--- config.mk ---
export PLATFORM = sky130hd
export DESIGN_NAME = dmem_access_stage
export DESIGN_NICKNAME = d
export VERILOG_FILES = /design/src/rtl/dmem_access_stage.sv
export SDC_FILE = /design/constraint.sdc
export NUM_CORES = 1
export LEC_CHECK = 0
export BUFFER_PORTS_ARGS = -buffer_cell sky130_fd_sc_hd__buf_2
export CELL_PAD_IN_SITES_DETAIL_PLACEMENT = 1
export CELL_PAD_IN_SITES_GLOBAL_PLACEMENT = 1
export CORE_AREA = 3 3 124 126
export DETAILED_ROUTE_END_ITERATION = 8
export DIE_AREA = 0 0 127 129
export PLACE_DENSITY = 0.81
export REMOVE_ABC_BUFFERS = 1
export SLEW_MARGIN = 20
export SYNTH_ARGS = -nofsm -noshare
export SYNTH_HDL_FRONTEND = slang
export SYNTH_SLANG_ARGS = --single-unit
--- constraint.sdc ---
create_clock -name clk -period 2.8 [get_ports clk]
set_clock_uncertainty 0.2 [all_clocks]
set_input_delay 0.42 -clock clk [delete_from_list [all_inputs] [get_ports clk]]
set_output_delay 0.42 -clock clk [all_outputs]
set_load 0.01 [all_outputs]
--- src/rtl/dmem_access_stage.sv ---
// Memory-access stage controller: M-stage request -> valid/ready data-cache handshake, with pipeline stall.
// Optional 1-entry posted-write buffer enabled by defining DMEM_POST_WRITE_EN.
module dmem_access_stage #(
   parameter int unsigned WAIT_MAX = 255,
   parameter logic [31:0] BAD_DATA = 32'hDEADBEEF
) (
   input  logic        clk,
   input  logic        reset,
   input  logic        MemReqM,
   input  logic        MemWriteM,
   input  logic [31:0] ALUOutM,
   input  logic [31:0] WriteDataM,
   input  logic [3:0]  MaskM,
   output logic        StallM,
   output logic [31:0] ReadDataM,
   output logic        dc_req_valid,
   input  logic        dc_req_ready,
   output logic        dc_req_we,
   output logic [31:0] dc_req_addr,
   output logic [31:0] dc_req_wdata,
   output logic [3:0]  dc_req_mask,
   input  logic        dc_resp_valid,
   input  logic [31:0] dc_resp_data,
   output logic        mem_err
);

   localparam logic [1:0] S_IDLE = 2'd0;
   localparam logic [1:0] S_REQ  = 2'd1;
   localparam logic [1:0] S_WAIT = 2'd2;
   localparam logic [1:0] S_DONE = 2'd3;

   localparam int unsigned      WW    = (WAIT_MAX < 1) ? 1 : $clog2(WAIT_MAX + 1);
   localparam logic [WW-1:0]    W_MAX = WW'(WAIT_MAX);

   logic [1:0]    r_state;
   logic [WW-1:0] r_wdog;
   logic          r_we;
   logic [31:0]   r_addr;
   logic [31:0]   r_wdata;
   logic [3:0]    r_mask;
   logic [31:0]   r_rdata;
   logic          r_err;
   logic          r_posted;

   logic          w_start;
   logic          w_busy;
   logic [WW-1:0] w_wdog_nxt;
   logic          w_wdog_hit;
   logic [1:0]    w_wr_next;

   assign w_start    = MemReqM && !(MemWriteM && (MaskM == 4'b0000));
   assign w_busy     = (r_state == S_REQ) || (r_state == S_WAIT);
   assign w_wdog_nxt = (r_wdog == W_MAX) ? W_MAX : r_wdog + 1'b1;
   assign w_wdog_hit = w_busy && (w_wdog_nxt == W_MAX);

`ifdef DMEM_POST_WRITE_EN
   // A posted store has already retired, so its drain skips DONE.
   assign w_wr_next = r_posted ? S_IDLE : S_DONE;

   always_comb begin
      StallM = 1'b0;
      case (r_state)
         S_IDLE:         StallM = w_start && !MemWriteM;
         S_REQ, S_WAIT:  StallM = r_posted ? w_start : 1'b1;
         default:        StallM = 1'b0;
      endcase
   end
`else
   assign w_wr_next = S_DONE;

   always_comb begin
      StallM = 1'b0;
      case (r_state)
         S_IDLE:         StallM = w_start;
         S_REQ, S_WAIT:  StallM = 1'b1;
         default:        StallM = 1'b0;
      endcase
   end
`endif

   always_ff @(posedge clk) begin
      if (!reset) begin
         r_state  <= S_IDLE;
         r_wdog   <= '0;
         r_we     <= 1'b0;
         r_addr   <= '0;
         r_wdata  <= '0;
         r_mask   <= '0;
         r_rdata  <= '0;
         r_err    <= 1'b0;
         r_posted <= 1'b0;
      end else begin
         case (r_state)
            S_IDLE: begin
               r_wdog <= '0;
               if (w_start) begin
                  r_addr  <= ALUOutM & 32'hFFFF_FFFC;
                  r_we    <= MemWriteM;
                  r_wdata <= WriteDataM;
                  r_mask  <= MemWriteM ? MaskM : 4'b1111;
                  r_state <= S_REQ;
`ifdef DMEM_POST_WRITE_EN
                  r_posted <= MemWriteM;
`endif
               end
            end
            S_REQ: begin
               r_wdog <= w_wdog_nxt;
               if (dc_req_ready) begin
                  r_state  <= r_we ? w_wr_next : S_WAIT;
                  r_posted <= 1'b0;
               end else if (w_wdog_hit) begin
                  r_err    <= 1'b1;
                  if (!r_we) r_rdata <= BAD_DATA;
                  r_state  <= r_we ? w_wr_next : S_DONE;
                  r_posted <= 1'b0;
               end
            end
            S_WAIT: begin
               r_wdog <= w_wdog_nxt;
               if (dc_resp_valid) begin
                  r_rdata <= dc_resp_data;
                  r_state <= S_DONE;
               end else if (w_wdog_hit) begin
                  r_err   <= 1'b1;
                  r_rdata <= BAD_DATA;
                  r_state <= S_DONE;
               end
            end
            default: r_state <= S_IDLE;
         endcase
      end
   end

   assign dc_req_valid = (r_state == S_REQ);
   assign dc_req_we    = r_we;
   assign dc_req_addr  = r_addr;
   assign dc_req_wdata = r_wdata;
   assign dc_req_mask  = r_mask;
   assign ReadDataM    = r_rdata;
   assign mem_err      = r_err;

endmodule

* After elaboration in Yosys (flattened, before gate mapping) *
Cells that the tools add are included.
W data, S select, Z words.

word-level totals
  flip-flop bits (word level) = 110
  input bits = 106
  logic and storage cells = 52

operators by class
  $add $sub $neg = 1
  equal/unequal tests = 10
  muxes and demuxes = 20
  reductions and logical operators = 13

operators by type and width
  cell                   count
  $mux W32               5
  $pmux W32 S2           1
  $eq A8 B8 Y1 const B   2
  $pmux W8 S2            1
  $add A8 B1 Y8 const B  1
  $mux W2                4
  $mux W8                1
  $ne A2 B2 Y1 const B   4
  $pmux W2 S3            1
  $reduce_and A5 Y1      1
  $logic_not A4 Y1       1
  $mux W1                4
  $mux W4                1
  $pmux W1 S2            2
  $reduce_bool A2 Y1     2
  $logic_and A1 B1 Y1    3
  $ne A3 B3 Y1 const B   1
  $reduce_and A3 Y1      1
  $eq A2 B1 Y1 const B   1
  $eq A2 B2 Y1 const B   1
  $logic_not A2 Y1       1
  $ne A2 B1 Y1 const B   1
  $reduce_and A2 Y1      1
  $reduce_or A2 Y1       1
  2 further kinds        2

* Longest topological paths before layout *
Gate-level depths: netlist of the first run.

  depth in word-level cells = 7
  depth in mapped cells = 10

* Worst setup path before layout of the first run *
OpenSTA, ideal clock, no wires.

  kind = register to register
  start = reg r_state[0]
  end = reg r_rdata[13] (netlist: ReadDataM[13])
  library setup time = 0.119 ns
  data arrival time = 2.215 ns
  slack = 0.267 ns
  stages on the path, launching flop included = 11
  clock period less this slack = 2.533 ns
  cell sequence = dfxtp_1 > inv_1 > ha_1 > clkbuf_1 > inv_1 > nor2_1 > o211ai_1 > or4b_1 > clkbuf_2 > buf_6 > o221a_2

on the way
  longest elaborated chain between the ends = 5
  elaborated cells between the ends (all ways) = 11
  those cells by class = eq/ne: 6; mux: 1; reduce/logical: 4

ends and longest elaborated chain
  what                                                           RTL line  text
  from (decl)                                                    35        logic [1:0] r_state;
  from (signal assigned)                                         110       r_state <= r_we ? w_wr_next : S_WAIT;
  from (signal assigned)                                         115       r_state <= r_we ? w_wr_next : S_DONE;
  $eq A2 B1 Y1 / $eq A2 B2 Y1 (equally long branches)            52, 93
  $logic_or A1 B1 Y1                                             52        assign w_busy = (r_state == S_REQ) || (r_state == S_WAIT);
  $logic_and A1 B1 Y1                                            54        assign w_wdog_hit = w_busy && (w_wdog_nxt == W_MAX);
  $ne A3 B3 Y1 (no line) / $ne A2 B1 Y1 (equally long branches)  n/a
  $reduce_and A5 Y1 (no line)                                    n/a
  to (signal assigned)                                           122       r_rdata <= dc_resp_data;
  to (decl)                                                      41        logic [31:0] r_rdata;

Several ways; a longest one is shown, not always the timed one.
A chain may end at the register's enable or synchronous reset.

* Worst setup path after layout of the first run *
  start = reg r_state[0]
  end = reg r_rdata[16] (netlist: ReadDataM[16])

The elaborated chain is that of the path after synthesis.

==> metrics.txt, run 1 <==
Diodes inserted=0; yosys warns=0; WL/cell=between 15 and 20 µm; initial antenna violation count=0; antenna viol nets, final=0; pin count of the biggest net entering global routing=68; Power Density=847 nW/µm²; Avg Cell Area, Syn=8.55 µm²; number of enable flip-flop cells after synthesis=0; Post-CTS Hold Buffers=0; layout cell share with drive strength beyond 1=0.381; WS Path Type=register to register; ys flop type=dfxtp_1; Critical Path RT=2.84 ns; Area Growth Syn to Fin=35.7%; number of global-route vias before repair=~4,400; Overflow after GRT=0; CP cell instances=inv_1 -> ha_1 -> nor2b_1 -> o22ai_2 -> o21ba_1 -> or4b_1 -> buf_4 -> o221a_2; detailed router's first-iteration violation count=between 150 and 200; top post-synthesis cells by area=dfxtp_1 (52%), nand2_1 (13%), a21oi_1 (9.4%); core area=around 14,000 µm²; reg-to-reg endpoint=ReadDataM[16]; Die Width=127 µm; fin. max-slew vios=0; Critical Path Sink=ReadDataM[16]; Critical Path Source Type=register; Total Wirelength=14,100 µm; R2R depth=8; Netlist Area Pre-Place=4270 µm²; # nets final=800; Final Cycle Share=0.961; Initial Utilization=0.296; area leader, netlist=dfxtp_1; FF+latch count, synth=110; HP Start=ALUOutM[18]; DRT Pass-1 Iters=4; CTS H-tree depth=3; area share of the largest cell type after synthesis=0.516; Hold Fails Final Rpt=0; crit path from=r_state[0]; Root Buffer=clkbuf_16; Worst-Margin Slew=0.773 ns; CP max stage delay=0.52 ns; Remaining DRCs=0; Post-Syn Instances=499; reg-to-reg critical path startpoint=r_state[0]; reg2reg setup slack=0.11 ns; Finish-stage setup viols=0; port bufs=205; critical path capture point type=register; Total Neg Setup Slack=0 ns; worst min path class=input port to register; RSZ-0062 raised after global routing=false; Slew headroom=0.483; CP max-delay cell=or4b_1; CTS buffer count=9; Seq/Total Area, Yosys=0.516; max cap viols=0; FP Rows=44; worst IR drop on VDD=about 300 µV; clk sinks=110; post-route insts no fill=877; clock-pin slew on the worst setup and hold paths=0.08 ns; LEAKAGE=between 0.002 and 0.003 µW; library cells used by synthesis=44; total number of vias=~4,200; Resize count post-CTS=0; first-pass GRT wire length=roughly 22,000 µm; Worst EP arrival=2.73 ns; outcome=finished, final reports clean; HPWL after DPL=10,500 µm; Max Buffers Root-to-Sink=2; FILL cells=1,792; DIE HEIGHT=129 µm; GRT Util Overall=0.165; dpl cells=861; I/O pin total=between 200 and 250; Async SR Flop Fraction=0; final hold slack=slightly below 0.1 ns; fmax=between 300 and 400 MHz; Via density=4.81; die area=16,400 µm²; crit-path max FO=24; CTS tree=yes; post-CTS setup buffers=0; Clk Latency, worst-skew pair=0.35 ns; minimum clock period=2.69 ns; Final Power=4900 µW; global placer's final weighted congestion=0.812
flip-flops by register name, indices dropped and copies added (netlist names):
signal and count:
ReadDataM 32, dc_req_addr 30, dc_req_mask 4, dc_req_wdata 32, dc_req_we 1, mem_err 1
r_state 2, r_wdog 8
placed cells by master, fill, tap and decap left out, drive strengths merged, types with 2 or more instances in the layout:
cell    count
ha          6
and3        3
conb        2
o221a      24
nor3        9
mux2i       8
a211oi      4
o31ai       2
o41ai       2
clkbuf     10
buf       216
dfxtp     110
o21a        2
a21oi      80
nand2b      3
nand4       2
and2        2
nor3b       4
inv         8
o211ai      2
nand3       8
nand2     149
nor2       13
o21ai       5
clkinv      3
cell families after synthesis:
family | share of synthesized area
other | 0.000879
AO/OA/AOI/OAI | 0.201
buffers and inverters | 0.0484
flip-flops | 0.516
XOR/XNOR | 0.00411
AND/OR/NAND/NOR | 0.193
multiplexers | 0.0188
adder cells (fa/ha/maj) | 0.0176
worst min path at each step:
stage                                  end  slack (ns)  depth (start not counted)
after floorplan                    mem_err        0.28                          2
after global placement    dc_req_wdata[12]        0.24                          2
after detailed placement   dc_req_wdata[3]        0.25                          2
after CTS                  dc_req_addr[18]        0.08                          3
after global routing       dc_req_addr[28]        0.09                          3
final                      dc_req_addr[18]         0.1                          3
report_power, final:
group	internal (µW)	total (µW)	switching, µW
Sequential	1850	2010	160
Clock	711	1340	627
Combinational	668	1550	883
Total	3230	4900	1670
critical path: cells and delay by family (launching register included):
kind / cells / cell delay, ns
AOI/OAI and AO/OA: 3 / 0.63
adders and majority gates: 1 / 0.26
buffers and inverters: 2 / 0.36
DFF: 1 / 0.42
and+or+nand+nor: 2 / 0.70
layout make-up:
| type | instances | area [µm²] | share of cell area |
|---|---|---|---|
| sequential | 110 | 2200 | 0.380 |
| multi-input combinational | 344 | 1890 | 0.327 |
| timing repair buffer | 216 | 1130 | 0.196 |
| tap | 184 | 230 | 0.0398 |
| clock buffer | 10 | 229 | 0.0395 |
| clock inverter | 6 | 77.6 | 0.0134 |
| inverter | 7 | 26.3 | 0.00454 |
cells in the mapped netlist (2+ instances only):
| cell type | count |
|---|---|
| buf_4 | 2 |
| a21oi_1 | 80 |
| mux2i_1 | 8 |
| nor2_1 | 13 |
| clkbuf_1 | 27 |
| clkbuf_2 | 2 |
| o211ai_1 | 2 |
| a211oi_1 | 4 |
| nand2_1 | 149 |
| o21a_1 | 2 |
| nor3b_1 | 4 |
| nand3_1 | 8 |
| inv_1 | 6 |
| and3_1 | 2 |
| o221a_2 | 24 |
| dfxtp_1 | 110 |
| and2_1 | 2 |
| o21ai_0 | 5 |
| o41ai_1 | 2 |
| ha_1 | 6 |
| buf_6 | 3 |
| o31ai_1 | 2 |
| buf_1 | 4 |
| nand2b_1 | 3 |
| nand4_1 | 2 |
| nor3_1 | 9 |
layer usage:
| metal | GRT usage | vias to the layer above | part of all wire |
|---|---|---|---|
| li1 | - | 2091 | - |
| met1 | 0.191 | 2003 | 0.40 |
| met2 | 0.298 | 95 | 0.53 |
| met3 | 0.0249 | 28 | 0.039 |
| met4 | 0.0795 | 0 | 0.028 |
| met5 | 0 | - | 0 |
per-stage QoR:
step           worst slack (ns)  cell area, µm²   util
2_1_floorplan             -1.13            4090      -
3_3_place_gp              0.187            5470  0.379
3_5_place_dp             0.0515            5470  0.379
4_1_cts                  0.0422            5780  0.401
5_1_grt                  0.0130            5790  0.401
6_report                  0.111            5790  0.401
No activity file was read; power rests on OpenSTA's default activity.
==> run 2: changes to the inputs <==
MAX_ROUTING_LAYER = met4   (was unset)
==> metrics.txt, run 2 (synthesized netlist as in run 1, its figures left out) <==
outcome=finished, final reports clean; Power Density=846 nW/µm²; # nets final=800; Hold Fails Final Rpt=0; Finish-stage setup viols=0; initial antenna violation count=0; Critical Path RT=around 2.8 ns; Max Buffers Root-to-Sink=2; Largest delay share family, worst path=simple AND/OR/NAND/NOR gates; design area=around 5800 µm²; Root Buffer=clkbuf_16; P_int=3230 µW; pin count of the biggest net entering global routing=68; Diodes inserted=0; RSZ-0062 raised after global routing=false; detailed router's first-iteration violation count=197; clock-pin slew on the worst setup and hold paths=about 0.080 ns; critical path capture point type=register; FILL cells=1,792; HPWL after DPL=10,500 µm; DIE HEIGHT=roughly 130 µm; DRT Pass-1 Iters=4; CP bufs+invs=2; Worst EP arrival=2.73 ns; port bufs=205; Final Power=4900 µW; crit-path max FO=24; CTS tree=yes; Area Growth Syn to Fin=35.7%; antenna viol nets, final=0; Post-CTS Hold Buffers=0; WL/cell=16.1 µm; first-pass GRT wire length=22,100 µm; CTS H-tree depth=3; Die Width=127 µm; switching share of total power=0.340; Clock power frac=0.272; total number of vias=4,242; Worst-Margin Slew=0.736 ns; layout cell share with drive strength beyond 1=0.381; Via density=4.84; core area=between 10,000 and 15,000 µm²; global placer's final weighted congestion=between 0.8 and 0.9; most common cell after layout, fill and taps aside=buf_2; CP cell instances=inv_1 -> ha_1 -> nor2b_1 -> o22ai_2 -> o21ba_1 -> or4b_1 -> buf_4 -> o221a_2; CTS buffer count=9; Critical Path Source Type=register; WS Path Type=register to register; minimum clock period=2.69 ns; Slew headroom=0.508; I/O pin total=210; Final Cycle Share=0.961; Total Wirelength=14,100 µm; number of global-route vias before repair=4,437; worst min path class=input port to register; worst IR drop on VDD=between 300 and 400 µV; Overflow after GRT=0; clk sinks=110; LEAKAGE=0.00263 µW; sw power=1660 µW; part of the power in registers=0.411; fin. max-slew vios=0; CP max-delay cell=or4b_1; commonest cells after routing, fill and taps aside=buf_2 (205), nand2_1 (148), dfxtp_1 (110), a21oi_1 (80), o221a_2 (24); max cap viols=0; die area=16,400 µm²; reg2reg setup slack=0.11 ns; CP max stage delay=0.52 ns; fmax=372 MHz; Clk Latency, worst-skew pair=0.35 ns; FP Rows=44; Initial Utilization=0.296; Remaining DRCs=0; post-place instance area=5470 µm²; GRT Util Overall=0.170; Comb pwr share=0.316
## run 2: final cells by class
| cell class | count | area [µm²] | share of cell area |
|---|---|---|---|
| clock buffer | 10 | 229 | 0.0395 |
| clock inverter | 6 | 77.6 | 0.0134 |
| inverter | 7 | 26.3 | 0.00454 |
| timing repair buffer | 216 | 1130 | 0.196 |
| sequential | 110 | 2200 | 0.380 |
| multi-input combinational | 344 | 1890 | 0.327 |
| tap | 184 | 230 | 0.0398 |
## run 2: stage by stage
step | hold WS [ns] | instances | utilization | setup WS, ns | TNS [ns]
2_1_floorplan | 0.275 | 461 | - | -1.13 | -69.44
3_3_place_gp | 0.238 | 861 | 0.379 | 0.187 | 0
3_5_place_dp | 0.245 | 861 | 0.379 | 0.0515 | 0
4_1_cts | 0.0808 | 877 | 0.401 | 0.0422 | 0
5_1_grt | 0.0875 | 877 | 0.401 | 0.0116 | 0
6_report | 0.0982 | 877 | 0.401 | 0.110 | 0
## run 2: routing by layer
metal  track usage  share of wire
met3        0.0241          0.038
met1         0.192           0.40
met4        0.0795          0.030
met2         0.297           0.53
met5             -              0
## run 2: power by group through the flow
stage               sequential [µW]  clock [µW]  combinational [µW]
finish                         2010        1330                1550
global placement               2030           0                1500
global route                   2050        1450                1720
floorplan                      2160           0                 761
CTS                            2010        1390                1570
detailed placement             2050           0                1560
## run 2: timing repair
item / in CTS / in global routing
endpoints found under the setup margin: 0 / 24
setup buffers: 0 / 0
resized for setup: 0 / 3
## run 2: worst paths after layout
kind                    start               to  cells after the start
setup / recovery   r_state[0]    ReadDataM[16]                      8
hold / removal    ALUOutM[18]  dc_req_addr[18]                      3
setup reg to reg   r_state[0]    ReadDataM[16]                      8
hold reg to reg       mem_err          mem_err                      2
## run 2: worst min-delay path, cell delays in order
cell and delay (ns):
buf_2 0.09, nand2_1 0.05, a21oi_1 0.05
==> run 3: changes to the inputs <==
CORE_AREA = 3 3 120 122   (was 3 3 124 126)
DIE_AREA = 0 0 123 125   (was 0 0 127 129)
PLACE_DENSITY = 0.85   (was 0.81)
==> metrics.txt, run 3 (synthesized netlist as in run 1, its figures left out) <==
Hold Fails Final Rpt=0; Die Width=123 µm; final hold slack=0.101 ns; DRT Pass-1 Iters=4; Via density=between 4 and 5; Slew headroom=0.509; number of global-route vias before repair=4,503; detailed router's first-iteration violation count=222; Remaining DRCs=0; post-layout util=0.433; CTS H-tree depth=3; initial antenna violation count=1; FP Rows=42; CP cell instances=inv_1 -> ha_1 -> nor2b_1 -> o22ai_1 -> o21ba_1 -> or4b_1 -> buf_4 -> o221a_2; I/O pin total=210; WL/cell=16.5 µm; HPWL after DPL=10,600 µm; pin count of the biggest net entering global routing=71; most common cell after layout, fill and taps aside=buf_2; post-route insts no fill=about 870; outcome=finished, final reports clean; Root Buffer=clkbuf_16; WS Path Type=register to register; minimum clock period=2.72 ns; post-CTS setup buffers=0; core area=13,300 µm²; max cap viols=0; CP max stage delay=0.53 ns; CTS tree=yes; layout cell share with drive strength beyond 1=0.376; global placer's final weighted congestion=0.907; Overflow after GRT=0; Clk Latency, worst-skew pair=~0.35 ns; Post-CTS Hold Buffers=0; worst min path class=input port to register; LEAKAGE=0.00261 µW; critical path capture point type=register; worst IR drop on VDD=approximately 560 µV; commonest cells after routing, fill and taps aside=buf_2 (205), nand2_1 (148), dfxtp_1 (109), a21oi_1 (80), o221a_2 (24); port bufs=205; fmax=368 MHz; GRT Util Overall=0.184; Resize count post-CTS=0; Worst EP arrival=2.75 ns; total number of vias=4,263; Max Buffers Root-to-Sink=2; clock-pin slew on the worst setup and hold paths=0.08 ns; # nets final=~800; fin. max-slew vios=0; die area=15,400 µm²; dpl cells=850; DIE HEIGHT=approximately 130 µm; Area Growth Syn to Fin=34.8%; Power Density=849 nW/µm²; Critical Path RT=2.83 ns; Total Wirelength=between 10,000 and 15,000 µm; Finish-stage setup viols=0; CP max-delay cell=or4b_1; Final Cycle Share=0.971; Worst-Margin Slew=~0.74 ns; first-pass GRT wire length=~22,000 µm; CTS buffer count=9; Critical Path Source Type=register; crit-path max FO=24; antenna viol nets, final=0; clk sinks=110; Initial Utilization=0.321; RSZ-0062 raised after global routing=false; reg2reg setup slack=roughly 0.081 ns
run 3: layout make-up:
class | count | area [µm²]
Timing Repair Buffer | 213 | 1120
Clock buffer | 11 | 243
Sequential cell | 110 | 2200
Clock inverter | 4 | 55.1
Inverter | 7 | 26.3
Tap cell | 176 | 220
Fill cell | 1660 | 7540
Antenna cell | 1 | 2.50
Multi-Input combinational cell | 344 | 1880
run 3: through the flow:
| stage | area (µm²) | worst slack, ns | TNS, ns | total power [µW] |
|---|---|---|---|---|
| finish | 5750 | 0.0812 | 0 | 4890 |
| global placement | 5450 | 0.197 | 0 | 3530 |
| detailed placement | 5450 | 0.103 | 0 | 3630 |
| floorplan | 4090 | -1.13 | -69.44 | 2930 |
| global route | 5750 | 0.00790 | 0 | 5180 |
| CTS | 5750 | 0.0472 | 0 | 4940 |
run 3: worst max-delay path: cells and delay by family (launching register included):
family                     cells  cell delay (ns)
AOI/OAI and AO/OA              3             0.68
and+or+nand+nor                2             0.70
adders and majority gates      1             0.25
buffers and inverters          2             0.35
DFF                            1             0.42
run 3: metal layers:
| metal | GRT usage | part of all wire | vias to the layer above | wire length (µm) |
|---|---|---|---|---|
| met1 | 0.193 | 0.40 | 2026 | 5650 |
| met3 | 0.0257 | 0.041 | 42 | 590 |
| met4 | 0.0938 | 0.037 | 0 | 526 |
| met2 | 0.332 | 0.53 | 118 | 7530 |
| li1 | - | - | 2077 | - |
| met5 | - | 0 | - | 0 |
run 3: final timing paths:
kind | startpoint | end | depth (start not counted)
worst max-delay path | r_state[0] | ReadDataM[0] | 8
worst min-delay path | WriteDataM[8] | dc_req_wdata[8] | 3
worst max register to register | r_state[0] | ReadDataM[0] | 8
worst min register to register | dc_req_addr[27] | dc_req_addr[27] | 2
run 3: power by group:
part | internal, µW | switching (µW) | total [µW]
clock network | 723 | 591 | 1310
registers | 1860 | 163 | 2020
logic | 664 | 890 | 1550
total | 3240 | 1640 | 4890
